File: src/rtl/wdt_timer_core.sv
// Watchdog counter driven by decoded register writes; optional tick prescaler via WDT_PRESCALE_EN.
// Writes land on the next ACLK edge with no backpressure; interrupt rises (N+1) ticks after enable.
module wdt_timer_core #(
   parameter int          ADDR_W    = 32,
   parameter logic [31:0] TOCNT_RST = 32'hFFFF_FFFF,
   parameter int          PRESCALE  = 16
) (
   input  logic              ACLK,
   input  logic              ARESETn,
   input  logic              wr_en,
   input  logic [ADDR_W-1:0] wr_addr,
   input  logic [31:0]       wr_data,
   input  logic [3:0]        wr_strb,
   output logic              wden_o,
   output logic [31:0]       cnt_o,
   output logic              WDT_interrupt
);

   typedef enum logic [1:0] {S_IDLE, S_COUNT, S_TIMEOUT} state_e;

   state_e      state;
   logic        wden_q, wden_d;
   logic [31:0] wtocnt_q, wtocnt_d;
   logic [31:0] cnt_q, cnt_d;
   logic        int_q, int_d;
   logic        clr;
   logic        tick;
   logic [11:0] off;
   logic        unused_addr;

   assign off         = wr_addr[11:0];
   assign unused_addr = ^wr_addr[ADDR_W-1:12];

   always_comb begin
      state = S_IDLE;
      if (wden_q) state = int_q ? S_TIMEOUT : S_COUNT;
   end

`ifdef WDT_PRESCALE_EN
   localparam int PW = (PRESCALE > 1) ? $clog2(PRESCALE) : 1;
   logic [PW-1:0] pre_q, pre_d;

   assign tick = (pre_q == PW'(PRESCALE - 1));

   always_comb begin
      pre_d = pre_q;
      if (clr)                   pre_d = '0;
      else if (state == S_COUNT) pre_d = tick ? '0 : pre_q + 1'b1;
   end

   always_ff @(posedge ACLK or negedge ARESETn) begin
      if (!ARESETn) pre_q <= '0;
      else          pre_q <= pre_d;
   end
`else
   localparam int UNUSED_PRESCALE = PRESCALE;
   assign tick = 1'b1;
`endif

   always_comb begin
      wden_d   = wden_q;
      wtocnt_d = wtocnt_q;
      cnt_d    = cnt_q;
      int_d    = int_q;
      clr      = 1'b0;
      if (wr_en) begin
         case (off)
            12'h100: begin
               if (wr_strb[0]) wden_d = wr_data[0];
               clr = 1'b1;
            end
            12'h200: if (wr_strb[0] && wr_data[0] && wden_q) clr = 1'b1;
            12'h300: begin
               for (int b = 0; b < 4; b++)
                  if (wr_strb[b]) wtocnt_d[8*b +: 8] = wr_data[8*b +: 8];
               clr = 1'b1;
            end
            default: ;
         endcase
      end
      // A clear in the same cycle as a timeout tick wins over the interrupt set.
      if (clr) begin
         cnt_d = '0;
         int_d = 1'b0;
      end else if (state == S_COUNT && tick) begin
         if (cnt_q == wtocnt_q) int_d = 1'b1;
         else                   cnt_d = cnt_q + 32'd1;
      end
   end

   always_ff @(posedge ACLK or negedge ARESETn) begin
      if (!ARESETn) begin
         wden_q   <= 1'b0;
         wtocnt_q <= TOCNT_RST;
         cnt_q    <= '0;
         int_q    <= 1'b0;
      end else begin
         wden_q   <= wden_d;
         wtocnt_q <= wtocnt_d;
         cnt_q    <= cnt_d;
         int_q    <= int_d;
      end
   end

   assign wden_o        = wden_q;
   assign cnt_o         = cnt_q;
   assign WDT_interrupt = int_q;

endmodule

File: config.mk
export PLATFORM = sky130hd
export DESIGN_NAME = wdt_timer_core
export DESIGN_NICKNAME = d
export VERILOG_FILES = /design/src/rtl/wdt_timer_core.sv
export SDC_FILE = /design/constraint.sdc
export NUM_CORES = 1
export LEC_CHECK = 0
export CAP_MARGIN = 5
export CORE_ASPECT_RATIO = 1.4
export CORE_MARGIN = 2
export CORE_UTILIZATION = 38
export CTS_CLUSTER_SIZE = 24
export DETAILED_ROUTE_END_ITERATION = 8
export DONT_BUFFER_PORTS = 1
export PLACE_DENSITY = 0.52
export REMOVE_ABC_BUFFERS = 1
export SYNTH_ARGS = -nofsm -noshare
export SYNTH_HDL_FRONTEND = slang
export SYNTH_SLANG_ARGS = --single-unit
File: constraint.sdc
create_clock -name ACLK -period 4 [get_ports ACLK]
set_input_delay 1.2 -clock ACLK [delete_from_list [all_inputs] [get_ports ACLK]]
set_output_delay 1.2 -clock ACLK [all_outputs]
set_load 0.05 [all_outputs]
==> metrics.txt, run 1 <==
ratio of final minimum period to clock period=71.35%; post-route ant nets=0; Synth cell types=46; Sink Count=66; I/O pin count=105; ys flop type=dfrtp_1; Setup crit start kind=input pin; Reg2Reg Depth=6; Period minus WS final=2.854 ns; Mapped Area=roughly 3600 um2; critical path required time=4.26 ns; # hold bufs at CTS=0; Setup Fix Bufs, Post-CTS=0; initial DRC count=81; number of flops mapped to enable cells by yosys=0; fin worst setup slack=1.146 ns; skew final=between 0.007 and 0.008 ns; FF+latch count, synth=66; worst vdd ir=0.2045 mV; Crit Path Category=input pin to flip-flop; fmax=0.3504 GHz; Mapped Avg Cell Area=11.31 um2; Final HPWL DP=6660 um; Die X=approximately 86 um; area of the multi-input gates=roughly 1900 um2; adder-cell share of the synthesized area=less than 1%; Die Height=about 120 um; # diodes=0; initial antenna violation count=0; Slew headroom=between 50% and 60%; crit-path max FO=8; max-slew violations=0; final setup violation count=0; max cap viols=0; CTS tree=built; Syn Inst Count=318; Clock Latency Late Sink=about 0.34 ns; Compound-Gate Fraction of Synth Area=10.37%; RR Endpoint=cnt_o[30]; CP Launch Point=wr_addr[2]; Leak Pwr=1.440 nW; Setup TNS=0 ns; Initial Util=38.46%; global placer's final weighted congestion=between 0.8 and 0.9; root buffer cell=clkbuf_16; residual DRC count=0; CP endpoint kind=flip-flop; H-tree levels=3; flop2flop setup slack=1.26 ns; DRT Pass-1 Iters=4; largest family of logic cells by synthesized area=simple AND/OR/NAND/NOR gates; filler cell count=922; std cell rows=42; pwr dens=about 360 nW/um2; Seq. cell area=1692 um2; largest net degree at the start of global routing=67; area grow syn2layout=10.82%; Pwr Total=~0.0015 W; first-pass GRT wire length=roughly 14000 um; Vias/cell=5.705; post_cts resized=0; Port Buffers=0; Fin. Hold Viols=0; drt total wl=9082 um; Reg-to-Reg Start=cnt_o[4]; Worst EP arrival=3.11 ns; placed cell area=3714 um2; via count=roughly 2500; wire per inst=20.64 um; share of cells above drive strength 1=approximately a third; outcome=completed; Critical Path End=wtocnt_q[0]; Place WS=0.8193 ns; unrepaired setup endpoints after global routing=no; Die Footprint=10270 um2; core area=between 9000 and 10000 um2; worst min-delay path category=input pin to asynchronous set/reset pin; clock-pin slew on the worst setup and hold paths=around 0.05 ns; Final Cell Area=between 3000 and 4000 um2; Synth Area in Simple Gates=between 20 and 25%; GRT Overall Usage=19.03%; Slew @ Worst Pin=0.7451 ns; Yosys warnings=0; Synth async-reset ratio=100.0%; XOR/XNOR Fraction of Synth Area=9.496%; Seq/Total Area, Yosys=47.03%; vias in the first global route=2667; Overflow after GRT=0; nets=397; CTS Buf Count=9; post-synthesis mux area share=10.89%; Longest Clk Path Bufs=2
final cells by class:
| class | count | share of cell area, % |
|---|---|---|
| timing repair buffer | 2 | 0.3766 |
| inverter | 3 | 0.2825 |
| tap | 110 | 3.453 |
| clock buffer | 11 | 6.089 |
| clock inverter | 5 | 0.7533 |
| sequential | 66 | 42.44 |
| multi-input combinational | 243 | 46.61 |
cell usage after synthesis (all sizes together), types with 6 or more instances:
cell type   n  area (um2)
nor3        6       41.29
mux2       33       371.6
nor4       10       112.6
nand4      11       98.84
o21ai      21       123.9
o211ai      6       55.05
nand3      12       70.07
or4         6       45.04
nand2      19       71.32
and3        6       37.54
or3        15       93.84
a21oi      19       128.9
dfrtp      34       850.8
nor2       17       78.82
xor2       37       324.1
dfstp      32       840.8
layout by cell type, fill, tap and decap left out, types with 9 or more instances in the layout:
| master | count |
|---|---|
| o21ai_1 | 13 |
| a21oi_2 | 9 |
| nand2_1 | 19 |
| dfrtp_1 | 34 |
| nor2_1 | 14 |
| mux2_2 | 33 |
| nand4_1 | 9 |
| a21oi_1 | 10 |
| dfstp_2 | 32 |
| clkbuf_16 | 9 |
| or3_1 | 15 |
| nand3_1 | 10 |
| xor2_1 | 37 |
per-stage QoR:
step	instances	util, %	hold WS [ns]
after floorplan	312	-	0.6106
after CTS	440	42.62	0.5406
after detailed placement	424	39.70	0.6182
after global placement	424	39.70	0.6133
after global routing	440	42.62	0.5436
final	440	42.62	0.5612
where the power goes:
group / switching (W) / internal, W
clock: 0.000285 / 0.000432
combinational: 0.0000192 / 0.0000132
sequential: 0.0000254 / 0.000675
total: 0.000329 / 0.00112
registers in the layout, summed over array words and instances (netlist names):
signal,cells
cnt_o,32
wtocnt_q,32
WDT_interrupt,1
wden_o,1
how the worst min path moves through the flow:
stage	from	to	depth (start not counted)
floorplan	wtocnt_q[0]	wtocnt_q[0]	1
global placement	wtocnt_q[30]	wtocnt_q[30]	1
detailed placement	wtocnt_q[29]	wtocnt_q[29]	1
CTS	ARESETn	cnt_o[15]	0
global route	ARESETn	cnt_o[29]	0
finish	ARESETn	cnt_o[27]	0
critical path, stage by stage:
cell	delay (ns)
nor4b_1	0.27
nand3_1	0.19
nor2_1	0.63
nand2_1	0.43
mux2_2	0.39
cells by family (layout without fill, tap and decap cells):
kind of cell | Yosys count | count (layout)
adder cells (fa/ha/maj) | 1 | 1
AND/OR/NAND/NOR | 114 | 114
buffers and inverters | 9 | 21
XOR/XNOR | 39 | 39
multiplexers | 35 | 35
flip-flops | 66 | 66
AO/OA/AOI/OAI | 54 | 54
metal layers:
layer	GRT usage (%)	part of all wire, %	vias to the layer above
li1	-	-	1192
met1	20.63	38	1238
met2	31.98	52	62
met3	6.376	5.7	18
met4	10.74	4.2	0
met5	0	0	-
(Power assumes the default switching activity.)
==> run 2, diff against run 1 <==
Settings changed: PLACE_DENSITY 0.52 to 0.54.
Clock period 4 ns to 2.5 ns, I/O delays scaled along.
==> run 2 against run 1 <==
Effect of this change: hold slack lost 0.44 ns; via count is 6.1% higher; combinational power increased to 2.9 times the previous value; critical path type is now flip-flop to flip-flop; sequential cell count unchanged; die area unchanged; sequential power increased by 55%; count of clock-buffer cells in the layout is 3 higher; first-iteration DRC count rose by 73%; non-clock buffer count is 41 higher; sequential share of layout area decreased by 3.5 points; clock power grew 77%; cell count up 9.3%.
==> metrics.txt, run 2 (same netlist as run 1, synthesis figures left out) <==
outcome=completed; crit-path max FO=20 (+12); Longest Clk Path Bufs=2 (unchanged); ratio of final minimum period to clock period=91.84%; core area=9354 um2 (unchanged); Slew headroom=69.08% (+19 points); Setup crit start kind=flip-flop; Final Cell Area=4345 um2 (+9.0%); top sig layer=met4; residual DRC count=0 (unchanged); Period minus WS final=2.296 ns; DRT Pass-1 Iters=4 (unchanged); final hold slack=0.1210 ns (-0.4402 ns); first-pass GRT wire length=14810 um (+2.1%); Initial Util=38.46% (unchanged); initial DRC count=140 (+73%); Die Footprint=10270 um2 (unchanged); Crit Path Category=flip-flop to flip-flop; commonest non-fill, non-tap cell in the layout=buf_4; vias in the first global route=2752 (+3.2%); Die X=86.23 um (unchanged); Place WS=0.1828 ns (-0.6365 ns); post_cts resized=0 (unchanged); max-slew violations=0 (unchanged); Die Height=119.1 um (unchanged); H-tree levels=3 (unchanged); worst min-delay path category=input pin to asynchronous set/reset pin; I/O pin count=105 (unchanged); via count=2662 (+6.1%); Clock Latency Late Sink=0.33 ns (about the same); CP endpoint kind=flip-flop; largest net degree at the start of global routing=67 (unchanged); root buffer cell=clkbuf_16; crit-path max cell delay=0.53 ns (-0.10 ns); filler cell count=875 (-5.1%); # hold bufs at CTS=0 (unchanged); commonest cells after routing, fill and taps aside=buf_4 (41), xor2_1 (37), dfrtp_1 (34); area grow syn2layout=20.80%; fmax=0.4355 GHz; Port Buffers=0 (unchanged); Slew @ Worst Pin=0.4600 ns (-0.2852 ns); # placed instances=465 (+9.7%); Sink Count=66 (unchanged); cell family with most CP delay=simple AND/OR/NAND/NOR gates; # diodes=0 (unchanged); met3 WL=455 um (-12%); max cap viols=0 (unchanged); Fin. Hold Viols=0 (unchanged); Critical path buffers and inverters=1 (+1); initial antenna violation count=0 (unchanged); Final HPWL DP=6895 um (+3.5%); Vias/cell=5.534 (-3.0%); nets=438 (+10%); DRT met1 WL=3587 um (+4.2%); critical path cell sequence=xor2_1, nor4_2, nand4_4, nor2_4, buf_12, o311ai_1, o41ai_1; fin worst setup slack=0.2039 ns (-0.9419 ns); Overflow after GRT=0 (unchanged); drt total wl=9200 um (+1.3%); critical path required time=2.71 ns (-1.55 ns); pwr dens=564.7 nW/um2 (+55%); final setup violation count=0 (unchanged); skew final=0.006806 ns (-0.0006988 ns); slowest library cell on the worst path=dfstp_2; GRT Overall Usage=19.29% (+0.27 points); post-route ant nets=0 (unchanged); wire per inst=19.13 um (-7.3%); worst vdd ir=0.3018 mV (+48%); share of cells above drive strength 1=41.24% (+6.7 points); clock-pin slew on the worst setup and hold paths=0.05 ns (about the same); global placer's final weighted congestion=0.8267 (+2.9%); Leak Pwr=1.641 nW (+14%); std cell rows=42 (unchanged); Setup Fix Bufs, Post-CTS=0 (unchanged); CTS Buf Count=9 (unchanged); metal2 WL=4914 um (+3.7%); unrepaired setup endpoints after global routing=no; CTS tree=built; placed cell area=4046 um2 (+9.0%); post-route insts no fill=481 (+9.3%); Worst EP arrival=2.51 ns (-0.60 ns)
## run 2: changes by cell type in the layout (fill, tap and decap cells not counted), sizes merged
cell | previous run | this run
clkinv | 3 | 1
clkbuf | 11 | 14
clkinvlp | 2 | 0
bufinv | 0 | 1
buf | 2 | 43
## run 2: layout make-up
type	instances	area, um2	share of cell area, %
inverter	3	11.26	0.2591
clock buffer	14	264.0	6.075
clock inverter	2	35.03	0.8062
tap	110	137.6	3.167
multi-input combinational	243	1858	42.76
sequential	66	1692	38.93
timing repair buffer	43	347.8	8.005
## run 2: worst register-to-register path, stage by stage, from the launching register on
cell	delay [ns]
dfstp_2	0.53
xor2_1	0.10
nor4_2	0.48
nand4_4	0.32
nor2_4	0.34
buf_12	0.19
o311ai_1	0.12
o41ai_1	0.09
## run 2: routing by layer
metal	vias up	GRT usage, %
met4	0	9.277
met2	67	32.51
met5	-	0
met3	20	4.712
li1	1269	-
met1	1306	22.72
## run 2: stage by stage
| stage | power [W] | TNS [ns] | utilization, % |
|---|---|---|---|
| after detailed placement | 0.001203 | 0 | 43.26 |
| after global routing | 0.002539 | 0 | 46.46 |
| after global placement | 0.001202 | 0 | 43.26 |
| after floorplan | 0.001174 | -2.688 | - |
| final | 0.002454 | 0 | 46.46 |
| after CTS | 0.002480 | 0 | 46.46 |
## run 2: path summary, 6_finish.rpt
check | from | to | slack [ns] | depth (start not counted)
max | wtocnt_q[27] | cnt_o[24] | 0.20 | 7
min | ARESETn | cnt_o[7] | 0.12 | 0
min reg2reg | cnt_o[16] | cnt_o[16] | 0.61 | 2
max reg2reg | wtocnt_q[27] | cnt_o[24] | 0.20 | 7
min in group ACLK | wr_data[25] | wtocnt_q[25] | 0.56 | 1
max in group asynchronous | ARESETn | wtocnt_q[6] | 2.16 | 0
## run 2: power by group
group | internal (W) | total, W | switching (W)
Clock | 0.000825 | 0.00127 | 0.000443
Combinational | 0.0000316 | 0.0000947 | 0.0000631
Sequential | 0.00108 | 0.00109 | 0.00000969
==> run 3, diff against run 2 <==
Settings changed: CORE_UTILIZATION 38 to 35, PLACE_DENSITY 0.54 to 0.51.
==> run 3 against run 2 <==
Effect of this change: cell count rose by 6.0%; sequential share of layout area decreased by 0.43 points; power shrank 1.7%; critical path type unchanged; count of clock-buffer cells in the layout fell by 4; non-clock buffer count up 4; routed wire length rose by 4.3%; highest routed layer unchanged; first-iteration DRC count increased by 8.6%; sequential power about the same; clock skew is 0.0030 ns lower.
==> metrics.txt, run 3 (same netlist as run 1, synthesis figures left out) <==
outcome=completed; Fin. Hold Viols=0 (unchanged); Reg power frac=45.3% (+0.8 points); Initial Util=36.14% (-2.3 points); I/O pin count=105 (unchanged); Die X=89.68 um (+4.0%); max cap viols=0 (unchanged); post_cts resized=0 (unchanged); unrepaired setup endpoints after global routing=no; Logic pwr share=4.0% (about the same); worst vdd ir=0.4171 mV (+38%); residual DRC count=0 (unchanged); slowest library cell on the worst path=or4_1; area grow syn2layout=22.16%; Die Height=124.0 um (+4.1%); Place WS=0.1426 ns (-0.04020 ns); root buffer cell=clkbuf_16; fin worst setup slack=0.2283 ns (+0.02442 ns); vias in the first global route=2768 (+0.58%); flop2flop setup slack=0.23 ns (+0.02 ns); Slew @ Worst Pin=0.4914 ns (+0.03142 ns); Overflow after GRT=0 (unchanged); ratio of final minimum period to clock period=90.87% (-0.98 points); Vias/cell=5.259 (-5.0%); nets=442 (+0.91%); Setup Fix Bufs, Post-CTS=0 (unchanged); skew final=0.003820 ns (-0.002986 ns); critical path required time=2.74 ns (+0.03 ns); Critical path buffers and inverters=0 (-1); crit-path max cell delay=0.50 ns (-0.03 ns); via count=2682 (+0.75%); commonest non-fill, non-tap cell in the layout=buf_4; drt total wl=9596 um (+4.3%); std cell rows=43 (+2.4%); initial DRC count=152 (+8.6%); Die Footprint=11120 um2 (+8.2%); GRT Overall Usage=18.47% (-0.83 points); Leak Pwr=1.654 nW (+0.80%); wire per inst=18.82 um (-1.6%); Setup TNS=0 ns (unchanged); Slew headroom=66.94% (-2.1 points); crit-path max FO=6 (-70%); post-route ant nets=0 (unchanged); # diodes=0 (unchanged); first-pass GRT wire length=14790 um (-0.14%); Crit Path Category=flip-flop to flip-flop; net switching power=0.0005341 W (+3.6%); Setup crit start kind=flip-flop; filler cell count=955 (+9.1%); core area=9953 um2 (+6.4%); max-slew violations=0 (unchanged); CTS tree=built; Period minus WS final=2.272 ns (-0.02442 ns); initial antenna violation count=0 (unchanged); Seq. cell area=1692 um2 (unchanged); Sink Count=66 (unchanged); Clock Latency Late Sink=0.33 ns (about the same); H-tree levels=3 (unchanged); area of the multi-input gates=1858 um2 (unchanged); pwr dens=548.8 nW/um2 (-2.8%); # hold bufs at CTS=0 (unchanged); global placer's final weighted congestion=0.7404 (-10%); clock power share=50.8% (-0.9 points); cell family with most CP delay=simple AND/OR/NAND/NOR gates; Port Buffers=0 (unchanged); worst min-delay path category=input pin to asynchronous set/reset pin; clock-pin slew on the worst setup and hold paths=0.05 ns (about the same); fmax=0.4402 GHz (+1.1%); final setup violation count=0 (unchanged); Worst EP arrival=2.51 ns (about the same); DRT Pass-1 Iters=5 (+1); Longest Clk Path Bufs=2 (unchanged); critical path cell sequence=ha_1, nand3_1, nor3_4, o21ai_2, or4_1, a21oi_1; P_int=0.001877 W (-3.1%); Final HPWL DP=7200 um (+4.4%); final hold slack=0.1115 ns (-0.009579 ns); commonest cells after routing, fill and taps aside=buf_4 (45), xor2_1 (37), dfrtp_1 (34); largest net degree at the start of global routing=67 (unchanged); CTS Buf Count=9 (unchanged); Sw Share=22.15% (+1.1 points); share of cells above drive strength 1=42.40% (+1.2 points); CP endpoint kind=flip-flop
## run 3: layer usage
layer,global-route usage [%],up-vias,wire length (um)
met5,0,-,0
met4,8.489,0,291
met3,4.374,15,418
met2,31.85,67,5156
met1,21.23,1318,3730
li1,-,1282,-
## run 3: power groups by stage
| stage | sequential [W] | combinational, W | clock, W |
|---|---|---|---|
| finish | 0.00109 | 0.0000962 | 0.00122 |
| global route | 0.00109 | 0.000104 | 0.00131 |
| detailed placement | 0.00111 | 0.0000967 | 0 |
| CTS | 0.00109 | 0.0000968 | 0.00126 |
| floorplan | 0.00113 | 0.0000396 | 0 |
| global placement | 0.00111 | 0.0000955 | 0 |
## run 3: through the flow
step | instance area [um2] | util (%) | power, W | std cells
3_5_place_dp | 4108 | 41.27 | 0.001205 | 494
5_1_grt | 4394 | 44.15 | 0.002503 | 510
6_report | 4394 | 44.15 | 0.002411 | 510
3_3_place_gp | 4108 | 41.27 | 0.001203 | 494
2_1_floorplan | 3558 | - | 0.001174 | 312
4_1_cts | 4394 | 44.15 | 0.002444 | 510
## run 3: final cells by class
type,instances,area share [%]
Inverter,3,0.2563
Tap cell,135,3.844
Multi-Input combinational cell,243,42.28
Clock inverter,6,1.310
Timing Repair Buffer,47,8.599
Sequential cell,66,38.50
Clock buffer,10,5.211
## run 3: worst paths after layout
check	start	to	depth (start not counted)
worst max-delay path	cnt_o[0]	cnt_o[26]	6
min in group ACLK	wr_data[21]	wtocnt_q[21]	1
worst min register to register	cnt_o[16]	cnt_o[16]	2
worst min-delay path	ARESETn	cnt_o[5]	0
max in group asynchronous	ARESETn	wtocnt_q[15]	0
worst max register to register	cnt_o[0]	cnt_o[26]	6
## run 3: worst reg2reg max path, cell delays in order, from the launching register on
cell	delay, ns
dfrtp_1	0.49
ha_1	0.25
nand3_1	0.22
nor3_4	0.32
o21ai_2	0.18
or4_1	0.50
a21oi_1	0.22
